`config.mk`:
```
export PLATFORM = sky130hd
export DESIGN_NAME = systolic_result_drain
export DESIGN_NICKNAME = d
export VERILOG_FILES = /design/src/rtl/systolic_result_drain.sv
export SDC_FILE = /design/constraint.sdc
export NUM_CORES = 1
export LEC_CHECK = 0
export BUFFER_PORTS_ARGS = -buffer_cell sky130_fd_sc_hd__buf_4
export CAP_MARGIN = 15
export CELL_PAD_IN_SITES_DETAIL_PLACEMENT = 0
export CELL_PAD_IN_SITES_GLOBAL_PLACEMENT = 1
export CORE_MARGIN = 4
export CORE_UTILIZATION = 55
export CTS_CLUSTER_SIZE = 30
export DETAILED_ROUTE_END_ITERATION = 10
export HOLD_SLACK_MARGIN = 0.15
export PLACE_DENSITY_LB_ADDON = 0.25
export SLEW_MARGIN = 10
export SYNTH_ARGS = -nofsm -noshare
export SYNTH_HDL_FRONTEND = slang
export SYNTH_SLANG_ARGS = --single-unit
```
`constraint.sdc`:
```
create_clock -name clk -period 13.2 [get_ports clk]
set_clock_uncertainty 0.05 [all_clocks]
set_input_delay 2.64 -clock clk [delete_from_list [all_inputs] [get_ports clk]]
set_output_delay 2.64 -clock clk [all_outputs]
set_load 0.005 [all_outputs]
```
`src/rtl/systolic_result_drain.sv`:
```
// systolic_result_drain
//   Output stage behind the PE matrix. Realigns column-skewed result rows
//   (column j arrives j cycles after column 0), buffers whole rows in a small
//   FIFO and writes them row-major, one word per granted cycle, starting at
//   the C base address.
// Ports:
//   clk, rst          clock, asynchronous active-high reset
//   start             one-cycle job start; latches addr_c and n
//   addr_c, n         base address of C, active matrix size (clamped to N)
//   in_valid          column 0 of a new result row is valid this cycle
//   result_col        per-column PE outputs, column j valid j cycles later
//   mem_grant         memory port available this cycle
//   mem_write/addr/data  registered single-word write port
//   busy, done        job active, one-cycle completion pulse
//   overflow          sticky: a row was dropped because the FIFO was full
//   rows_written      rows fully written in the current job
module systolic_result_drain #(
  parameter int unsigned N      = 4,
  parameter int unsigned WIDTH  = 16,
  parameter int unsigned ADDR_W = 12,
  parameter int unsigned DEPTH  = 4
) (
  input  logic                      clk,
  input  logic                      rst,
  input  logic                      start,
  input  logic [ADDR_W-1:0]         addr_c,
  input  logic [3:0]                n,
  input  logic                      in_valid,
  input  logic [N-1:0][WIDTH-1:0]   result_col,
  input  logic                      mem_grant,
  output logic                      mem_write,
  output logic [ADDR_W-1:0]         mem_addr,
  output logic [WIDTH-1:0]          mem_data,
  output logic                      busy,
  output logic                      done,
  output logic                      overflow,
  output logic [3:0]                rows_written
);

  localparam int unsigned CW    = 4;
  localparam int unsigned CI_W  = (N > 1) ? $clog2(N) : 1;
  localparam int unsigned PW    = (DEPTH > 1) ? $clog2(DEPTH) : 1;
  localparam int unsigned CNT_W = PW + 1;

  typedef enum logic [1:0] {IDLE, RUN, FINISH} state_t;

  state_t                     state;
  logic [ADDR_W-1:0]          base;
  logic [CW-1:0]              nn;
  logic [CW-1:0]              rows_in;
  logic [CW-1:0]              rows_pushed;
  logic [CW-1:0]              col;
  logic [N-2:0]               vpipe;
  logic [PW-1:0]              wr_ptr;
  logic [PW-1:0]              rd_ptr;
  logic [CNT_W-1:0]           count;
  logic [N-1:0][WIDTH-1:0]    fifo_mem [DEPTH];
  logic                       last_wr;

  wire  [N-1:0][WIDTH-1:0]    aligned;
  logic [N-1:0][WIDTH-1:0]    head;
  logic [CW-1:0]              n_clamped;
  logic                       accept;
  logic                       push_req;
  logic                       fifo_empty;
  logic                       fifo_full;
  logic                       issue;
  logic                       pop;
  logic                       push_ok;
  logic                       drop;
  logic                       last_pop;
  logic [ADDR_W-1:0]          wr_addr;

  // Deskew: column j is delayed N-1-j cycles so all columns line up with
  // the last column; the last column is used straight from the input.
  assign aligned[N-1] = result_col[N-1];

  for (genvar j = 0; j < N - 1; j++) begin : g_skew
    localparam int unsigned L = N - 1 - j;
    logic [WIDTH-1:0] dly [L];

    always_ff @(posedge clk or posedge rst) begin
      if (rst) begin
        for (int k = 0; k < L; k++) dly[k] <= '0;
      end else begin
        dly[0] <= result_col[j];
        for (int k = 1; k < L; k++) dly[k] <= dly[k-1];
      end
    end

    assign aligned[j] = dly[L-1];
  end

  // Job / FIFO control terms
  assign n_clamped  = (n > CW'(N)) ? CW'(N) : n;
  assign accept     = in_valid && (state == RUN) && (rows_in < nn);
  assign push_req   = vpipe[N-2];
  assign fifo_empty = (count == '0);
  assign fifo_full  = (count == CNT_W'(DEPTH));
  assign issue      = (state == RUN) && !fifo_empty && mem_grant;
  assign pop        = issue && (col == CW'(nn - CW'(1)));
  // A pop in the same cycle frees the slot even when full.
  assign push_ok    = push_req && (!fifo_full || pop);
  assign drop       = push_req && fifo_full && !pop;
  // Last row: every row has arrived and been pushed or dropped, and this pop
  // drains the final pushed row.
  assign last_pop   = pop && (rows_in == nn) && (vpipe == '0) &&
                      (CW'(rows_written + CW'(1)) == rows_pushed);
  assign head       = fifo_mem[rd_ptr];
  assign wr_addr    = base + ADDR_W'(rows_written) * ADDR_W'(nn) + ADDR_W'(col);

  // Row storage (pointers and occupancy live in the control block)
  always_ff @(posedge clk) begin
    if (push_ok) fifo_mem[wr_ptr] <= aligned;
  end

  // Control FSM, counters, FIFO pointers and registered outputs
  always_ff @(posedge clk or posedge rst) begin
    if (rst) begin
      state        <= IDLE;
      base         <= '0;
      nn           <= '0;
      rows_in      <= '0;
      rows_pushed  <= '0;
      col          <= '0;
      vpipe        <= '0;
      wr_ptr       <= '0;
      rd_ptr       <= '0;
      count        <= '0;
      last_wr      <= 1'b0;
      mem_write    <= 1'b0;
      mem_addr     <= '0;
      mem_data     <= '0;
      busy         <= 1'b0;
      done         <= 1'b0;
      overflow     <= 1'b0;
      rows_written <= '0;
    end else begin
      done      <= 1'b0;
      mem_write <= issue;
      last_wr   <= last_pop;

      vpipe[0] <= accept;
      for (int k = 1; k < N - 1; k++) vpipe[k] <= vpipe[k-1];

      if (accept) rows_in <= rows_in + CW'(1);

      if (issue) begin
        mem_addr <= wr_addr;
        mem_data <= head[col[CI_W-1:0]];
        col      <= pop ? '0 : col + CW'(1);
      end

      if (pop) begin
        rd_ptr       <= rd_ptr + PW'(1);
        rows_written <= rows_written + CW'(1);
      end

      if (push_ok) begin
        wr_ptr      <= wr_ptr + PW'(1);
        rows_pushed <= rows_pushed + CW'(1);
      end

      if (drop) overflow <= 1'b1;

      count <= count + CNT_W'(push_ok) - CNT_W'(pop);

      case (state)
        IDLE: begin
          if (start) begin
            base         <= addr_c;
            nn           <= n_clamped;
            rows_in      <= '0;
            rows_pushed  <= '0;
            rows_written <= '0;
            col          <= '0;
            busy         <= 1'b1;
            if (n_clamped == '0) begin
              state <= FINISH;
              done  <= 1'b1;
            end else begin
              state <= RUN;
            end
          end
        end
        RUN: begin
          // last_wr marks the cycle the final word is on the port
          if (last_wr) begin
            state <= FINISH;
            done  <= 1'b1;
          end
        end
        FINISH: begin
          state <= IDLE;
          busy  <= 1'b0;
        end
        default: state <= IDLE;
      endcase
    end
  end

endmodule

```
==> results of run 1 <==
cell usage in the layout, fill, tap and decap left out, drive strengths merged, types with 3 or more instances in the layout:
cell / n
nor3: 7
nand2: 94
inv: 44
o21ai: 21
o211ai: 3
xor2: 11
dfrtp: 173
and2: 8
nand3: 7
or3: 3
clkinv: 15
edfxtp: 256
fa: 15
buf: 130
a21oi: 11
nor2: 24
bufinv: 4
xnor2: 19
mux4: 64
clkbuf: 60
mux2i: 35
o221ai: 16
ha: 30
routing by layer:
metal / wire length [um] / part of all wire [%]
met1: 12100 / 42
met2: 14600 / 51
met3: 1450 / 5.0
met4: 661 / 2.3
met5: 0 / 0
flip-flops by register name (all words and copies together), names as in the netlist, 12 cells and up:
name,flops
base,12
fifo_mem,256
aligned,32
mem_addr,12
mem_data,16
g_skew.dly,64
report_power, final:
group	total (mW)	switching (mW)	internal (mW)	leakage [nW]
Combinational	1.13	0.590	0.539	2.30
Clock	1.24	0.498	0.746	0.737
Sequential	1.88	0.176	1.70	4.39
Total	4.25	1.26	2.99	7.43
synthesized netlist by cell type (all sizes together) (3+ instances only):
library cell	instances	area, sq um
inv	41	154
nand3	7	35.0
buf	11	50.1
or3	3	18.8
ha	30	375
o21ai	21	109
fa	15	300
nor3	7	46.3
mux2i	35	350
xnor2	19	166
dfrtp	173	4330
a21oi	11	55.1
nand2	94	353
and2	8	50.1
clkbuf	25	93.8
o211ai	3	22.5
mux4	64	1440
o221ai	16	140
xor2	11	96.3
edfxtp	256	7690
nor2	24	90.1
through the flow:
stage / setup WS (ns) / area [sq um]
after floorplan: 5.82 / 16200
after global placement: 7.67 / 17600
after detailed placement: 7.63 / 17600
after CTS: 8.20 / 19000
after global routing: 8.05 / 19000
final: 8.18 / 19000
worst reg2reg max path, cell delays in order (launching register included):
cell                      delay [ns]
sky130_fd_sc_hd__dfrtp_1        0.55
sky130_fd_sc_hd__nand2_1        0.13
sky130_fd_sc_hd__fa_1           0.53
sky130_fd_sc_hd__inv_1          0.06
sky130_fd_sc_hd__fa_1           0.50
sky130_fd_sc_hd__inv_1          0.05
sky130_fd_sc_hd__fa_1           0.53
sky130_fd_sc_hd__inv_1          0.04
sky130_fd_sc_hd__ha_1           0.33
sky130_fd_sc_hd__nor2b_1        0.16
sky130_fd_sc_hd__o31ai_1        0.40
sky130_fd_sc_hd__a21oi_1        0.15
sky130_fd_sc_hd__o21ai_0        0.22
sky130_fd_sc_hd__xor2_1         0.15
sky130_fd_sc_hd__o21ai_0        0.08
area by class of cell:
type	count	share of cell area [%]
sequential	429	63.1
multi-input combinational	395	20.5
clock buffer	60	6.53
timing repair buffer	130	5.13
tap	384	2.52
clock inverter	22	1.29
inverter	42	0.854
worst max-delay path by stage:
stage          startpoint              endpoint  slack (ns)  cells past startpoint
6_report        mem_grant    count[2]$_DFF_PP0_        8.18                     11
4_1_cts         mem_grant    count[2]$_DFF_PP0_        8.20                     11
2_1_floorplan         rst  aligned[0]$_DFF_PP0_        5.82                      1
5_1_grt         mem_grant    count[2]$_DFF_PP0_        8.05                     11
3_5_place_dp    mem_grant    count[2]$_DFF_PP0_        7.63                     11
3_3_place_gp    mem_grant    count[2]$_DFF_PP0_        7.67                     11
cells by family after synthesis:
group / synth area share, %
buffers and inverters: 1.86
XOR/XNOR: 1.62
AO/OA/AOI/OAI: 2.61
flip-flops: 74.2
adder cells (fa/ha/maj): 4.17
multiplexers: 11.1
AND/OR/NAND/NOR: 4.38
==> results summary, run 1 <==
The floorplan row count is between 60 and 70. The met3 layer usage reported by global route is under 10%. The deepest clock path buffer count is 3. The family with the most delay on the worst path is simple AND/OR/NAND/NOR gates. The pin count of the biggest net entering global routing came out at 69. The average wire per cell in the routed design came out at approximately 20 um.

The mean instance size in the synthesized netlist came out at 18.0 sq um. The delay of the slowest cell on the worst path is around 0.55 ns. In this run the worst hold path is classified as reg -> reg. The cell sitting at the root of the clock tree is a sky130_fd_sc_hd__clkbuf_16. In this run the critical register-to-register path is launched from rows_written[2]$_DFF_PP0_. Cells with a size suffix above 1 make up about a quarter of the layout.

The total iterations of the first detailed-routing run is 4. The CTS tree is done. Counting every net in the synthesized netlist gives approximately 1000. Clock tree synthesis found a total of around 430 sinks.

Buffers inserted during clock tree synthesis total 44. The slowest stage of the critical path belongs to the cell sky130_fd_sc_hd__or4_4. The static leakage is between 7 and 8 nW. The worst relative slew slack is between 30% and 40%. The number of global-route vias before repair is between 8000 and 9000. The I/O pin count came out at 121.

From left edge to right edge, the die measures approximately 180 um. The placed wire-length estimate is between 15000 and 20000 um. The post-cts gate resize count came out at 0. The total overflow reported by the global router came out at 0. The DRC violation count after routing is 0. The first routing iteration left 425 violations.

The total power divided by cell area came out at roughly 220 nW/um^2. The number of hold buffers added after CTS is 0. Walking the worst path, the cells encountered are buf_4 -> nand3b_4 -> or4_4 -> nor3_4 -> o21ai_2 -> ha_1 -> inv_1 -> ha_1 -> fa_1 -> xnor2_1 -> xnor2_1. The slack of the worst reg-to-reg path is 9.11 ns. The total of warnings raised by yosys came out at 0. The number of buffers inserted by port buffering is 120.

The post-synthesis cell area came out at between 15000 and 20000 sq um. The power after layout is 4.25 mW. The number of H-tree levels is 2. The share of synthesized area occupied by flip-flops and latches is 74.2%.

The total negative slack came out at 0 ns. The final period utilization is a little under two fifths. For this block, the routed nets add up to between 20000 and 30000 um of wire. The count of placed standard cells including taps came out at approximately 1400. Of all nets on the critical path, the largest fanout is 12. met2 is the most crowded layer. The post-CTS clock slew at the launch and capture registers of the worst setup and hold paths came out at roughly 0.060 ns. Along the worst hold path, the cell count comes to 0.

The final worst hold slack is 0.296 ns. The clock latency of the later-clocked register in the worst-skew pair is 0.54 ns. Setup repair after global routing left no endpoint under its margin. Counting cells, the worst reg-to-reg path comes to 14. The distinct cell type count after synthesis is between 40 and 50. The area of the die came out at approximately 32000 sq um.

The endpoint of the most critical register-to-register path is mem_addr[10]$_DFFE_PP0P_. The final count of hold timing violations came out at 0. The area added between synthesis and finish is 17.6%. The met1 capacity usage during global routing came out at 25.0%. The final number of max-transition violations is 0. For this run, the total global-route usage over all layers was measured as 18.2%. STA classifies the critical path endpoint as a flip-flop. The required time of the critical path came out at between 10 and 15 ns. The worst voltage drop across the vdd grid is 0.120 mV. The combined area of the multi-input logic cells is between 3000 and 4000 sq um. In this run the post-CTS setup repair buffer count came out at 0. Routability-driven placement finished with a final weighted congestion of 0.761. The worst setup path is launched from an input pin.

The count of nets left with antenna violations once routing finished came out at 0. The floorplan step set the die height to 180 um. The global routing usage on met2 is between 30 and 40%. By startpoint and endpoint, the worst setup path is classified as in -> reg. The floorplan step defined a core boundary enclosing 28900 sq um. The first-pass GRT wire length is 46800 um. The arrival time at the worst endpoint is 5.43 ns. The upper clock frequency limit is approximately 0.2 GHz. The repair_antennas step left the layout with diodes totalling 0.

For this run, the share of the core covered by cells in the final layout is between 60% and 70%. The number of antenna violations at the first check in global routing is 0. The count of filler cells inserted in the layout is roughly 2000. The starting density of the core is 56.1%.

The via density per instance came out at 5.39. The net count of the finished layout is approximately 1200. The max capacitance violation total came out at 0. The routed layout has 7881 vias.

The async set or reset register ratio after synthesis came out at 40.3%. The flow ran to the end, and the final reports show no timing, DRC or antenna violations. In the synthesized netlist, the number of instances is around 900.

In this run the most critical hold path is launched from g_skew[1].dly[20]$_DFF_PP0_. The setup violation total in the final timing report is 0. The number of synthesized flops with an enable pin came out at roughly 260.

Across the whole layout, storage elements account for about 12000 sq um. At the pin with the least slew margin, the transition time is 0.976 ns. The clock period minus worst slack is 5.02 ns.

The post-synthesis register bit count is approximately 430. For this run, the leading register cell type out of synthesis is sky130_fd_sc_hd__edfxtp_1. The worst hold path terminates at aligned[20]$_DFF_PP0_. The final cell count without fillers is 1462. The total buffers and inverters traversed by the critical path came out at 2.
Power figures use the tool's default switching activity.
==> inputs of run 2 (changes only) <==
--- a/config.mk
+++ b/config.mk
@@ -5,12 +5,13 @@
 export SDC_FILE = /design/constraint.sdc
 export NUM_CORES = 1
 export LEC_CHECK = 0
+export ABC_AREA = 1
 export BUFFER_PORTS_ARGS = -buffer_cell sky130_fd_sc_hd__buf_4
 export CAP_MARGIN = 15
 export CELL_PAD_IN_SITES_DETAIL_PLACEMENT = 0
 export CELL_PAD_IN_SITES_GLOBAL_PLACEMENT = 1
 export CORE_MARGIN = 4
-export CORE_UTILIZATION = 55
+export CORE_UTILIZATION = 44
 export CTS_CLUSTER_SIZE = 30
 export DETAILED_ROUTE_END_ITERATION = 10
 export HOLD_SLACK_MARGIN = 0.15
==> constraint.sdc (replaced) <==
create_clock -name clk -period 4.6 [get_ports clk]
set_clock_uncertainty 0.05 [all_clocks]
set_input_delay 0.92 -clock clk [delete_from_list [all_inputs] [get_ports clk]]
set_output_delay 0.92 -clock clk [all_outputs]
set_load 0.005 [all_outputs]
==> results summary, run 2 <==
The total track usage came out at roughly a fifth. The synthesized netlist contains 38 unique library cells. For this run, the number of Yosys warnings is 0. The final period utilization is 79.0%. The first-pass GRT wire length is 59800 um.

The die covers roughly 41000 sq um. The total negative slack came out at 0 ns. In the synthesized netlist the dominant register cell turns out to be sky130_fd_sc_hd__edfxtp_1. The post-CTS clock slew at the launch and capture registers of the worst setup and hold paths came out at about 0.06 ns.

The register with the most flip-flops in the final layout is fifo_mem. The post-cts gate resize count is 0. The chip height is 202 um. When the netlist entered floorplanning its net count stood at ~1400.

The classification of the worst setup path is reg -> reg. The flow ran to the end, and the final reports show no timing, DRC or antenna violations. TritonCTS built the clock tree. The biggest area contributor in the post-synthesis netlist is sky130_fd_sc_hd__edfxtp_1.

The placed wire-length estimate is 21800 um. The I/O pin count came out at around 120. The number of global-route vias before repair was just over 10000. The total power divided by cell area is 665 nW/um^2. The dominant cell by count in the synthesized netlist is sky130_fd_sc_hd__edfxtp_1.

Clock tree synthesis found a total of roughly 430 sinks. The count of filler cells inserted in the layout is 3182. The cell area after placement is roughly 18000 sq um.

The final number of max-transition violations came out at 0. The static leakage came out at about 7.9 nW. The total inserted antenna cells is 0. During placement, the flow inserted port buffers numbering 120.

The number of buffers created by CTS is 46. The worst hold path belongs to the class reg -> reg. Traced cell by cell, the critical path runs through nand2_1 -> fa_1 -> fa_1 -> fa_1 -> fa_1 -> inv_1 -> nand3_1 -> nand2_1 -> nand2_1 -> nand2_1 -> a21oi_1 -> xor2_1 -> o21ai_0. The remaining antenna violation count came out at 0. The number of setup buffers added after CTS is 0. The number of synthesized flops with an enable pin is around 260.

The arrival time at the worst endpoint came out at a little over 4 ns. The maximum net fanout on the critical path is 10. Relative to the synthesized area, the layout overhead comes to 18.0%. The slowest stage of the critical path belongs to the cell sky130_fd_sc_hd__dfrtp_1. Setup repair after global routing left no endpoint under its margin. The library cell used most frequently in the layout, excluding fill and tap cells, is sky130_fd_sc_hd__edfxtp_1. The flip-flop count of the largest register, all copies and words added is 256. Ranked by total cell area, the synthesized netlist is headed by sky130_fd_sc_hd__edfxtp_1 (46%), sky130_fd_sc_hd__dfrtp_1 (26%), sky130_fd_sc_hd__o21ai_0 (4.3%), sky130_fd_sc_hd__nand2_1 (4.0%), sky130_fd_sc_hd__nor2_1 (3.6%). The number of H-tree levels came out at 2. The total vias in the final route is just over 10000. The clock latency of the later-clocked register in the worst-skew pair is about 0.59 ns. STA classifies the critical path endpoint as a flip-flop. For this run, the post-layout net count is ~1500. In the routed design, unresolved DRC markers number 0.

Each instance of the synthesized netlist takes up on average about 13 sq um. For the pin with the worst max-slew slack, the measured transition is 0.945 ns. The number of hold buffers added after CTS came out at 0. For this run the aggregate overflow at the end of global routing stands at 0.

The x dimension of the die is just over 200 um. The number of antenna violations at the first check in global routing came out at 4. The delay of the slowest cell on the worst path came out at roughly 0.55 ns. Ranked by instance count, the synthesized netlist is headed by sky130_fd_sc_hd__edfxtp_1 (256), sky130_fd_sc_hd__nand2_1 (175), sky130_fd_sc_hd__dfrtp_1 (173). In the synthesized netlist, the number of instances is roughly 1300. The post-synthesis register bit count is about 430. The count of routing violations after the opening detailed-route iteration came out at around 700. After synthesis, the largest area contributor takes up between 40% and 50% of total cell area. Of all flip-flops after synthesis, the portion carrying an async set or reset was 40.3%.

The post-route cell area came out at around 20000 sq um. The via density per instance is roughly 5.2. The placeable core region came out at roughly 37000 sq um. The pin count of the biggest net entering global routing came out at 140. Across the run, the number of max-cap violations was 0. The placer's final routability congestion estimate came out at around 0.8. Static timing analysis puts the maximum clock frequency at around 0.28 GHz. In the layout the commonest cells are sky130_fd_sc_hd__edfxtp_1 (256), sky130_fd_sc_hd__nand2_1 (175), sky130_fd_sc_hd__dfrtp_1 (172). The deepest clock path buffer count came out at 3. The worst voltage drop across the vdd grid came out at around 0.33 mV.

The worst relative slew slack came out at a little under two fifths. The average wire per cell in the routed design came out at a little under 20 um. Summing every instance area after synthesis gives around 17000 sq um. Of the cells placed in the final design, the portion with a size suffix greater than 1 is approximately 16%. The wire length after detailed routing came out at about 38000 um. The floorplan row count came out at 70.

The setup violation total in the final timing report came out at 0. The share of synthesized area occupied by flip-flops and latches is a little over 70%. The clock period minus worst slack is ~3.6 ns. In this run the clock root is driven by a sky130_fd_sc_hd__clkbuf_16. The final count of hold timing violations is 0. STA classifies the critical path startpoint as a flip-flop.

The total iterations of the first detailed-routing run came out at 5. Once the floorplan was initialized, standard cells occupied 44.9% of the core. The required time of the critical path came out at approximately 5.0 ns.
[run 2: cell families after synthesis]
| group | count (synthesis) | synth area share (%) |
|---|---|---|
| buf+inv | 149 | 3.66 |
| flops | 429 | 72.4 |
| fa+ha+maj | 45 | 4.07 |
| simple gates | 403 | 10.0 |
| xor+xnor | 15 | 0.791 |
| compound gates | 247 | 9.08 |
[run 2: critical path: cells and delay by family (launching register included)]
kind            cells  cell delay (ns)
xor+xnor            1             0.14
compound gates      2             0.21
buf+inv             1             0.07
fa+ha+maj           4             2.06
simple gates        5             0.46
flops               1             0.55
[run 2: stage by stage]
| step | hold slack (ns) | std cells | util, % | setup WS, ns | power (mW) |
|---|---|---|---|---|---|
| 3_3_place_gp | 0.282 | 1864 | 48.9 | 1.05 | 9.44 |
| 3_5_place_dp | 0.285 | 1864 | 48.9 | 0.976 | 9.52 |
| 5_1_grt | 0.298 | 1950 | 53.0 | 0.683 | 13.9 |
| 6_report | 0.292 | 1950 | 53.0 | 0.967 | 13.0 |
| 4_1_cts | 0.292 | 1950 | 53.0 | 0.956 | 13.2 |
| 2_1_floorplan | 0.281 | 1288 | - | -0.311 | 8.01 |
[run 2: report_power, final]
group          internal (mW)  switching (mW)
logic                   1.42            2.64
registers               4.88           0.437
clock network           2.14            1.51
[run 2: path summary, 6_finish.rpt]
path,startpoint,endpoint,slack (ns),cells past startpoint
max in group asynchronous,rst,rd_ptr[0]$_DFFE_PP0N_,3.29,3
setup / recovery,rows_written[0]$_DFF_PP0_,mem_addr[8]$_DFFE_PP0P_,0.97,13
min in group asynchronous,rst,g_skew[2].dly[15]$_DFF_PP0_,0.43,3
hold reg to reg,g_skew[0].dly[47]$_DFF_PP0_,g_skew[0].dly[31]$_DFF_PP0_,0.29,0
setup reg to reg,rows_written[0]$_DFF_PP0_,mem_addr[8]$_DFFE_PP0P_,0.97,13
hold / removal,g_skew[0].dly[47]$_DFF_PP0_,g_skew[0].dly[31]$_DFF_PP0_,0.29,0
[run 2: final cells by class]
class | count | area [sq um] | area share [%]
Tap cell | 504 | 631 | 3.22
Inverter | 83 | 317 | 1.62
Multi-Input combinational cell | 710 | 4010 | 20.5
Clock inverter | 21 | 226 | 1.16
Clock buffer | 65 | 1280 | 6.55
Sequential cell | 429 | 12000 | 61.3
Timing Repair Buffer | 138 | 1110 | 5.67
[run 2: routing by layer]
layer	wire length, um	global-route usage (%)
met2	17800	29.7
met3	2170	4.16
met1	17100	26.4
met5	34	0
met4	819	5.46
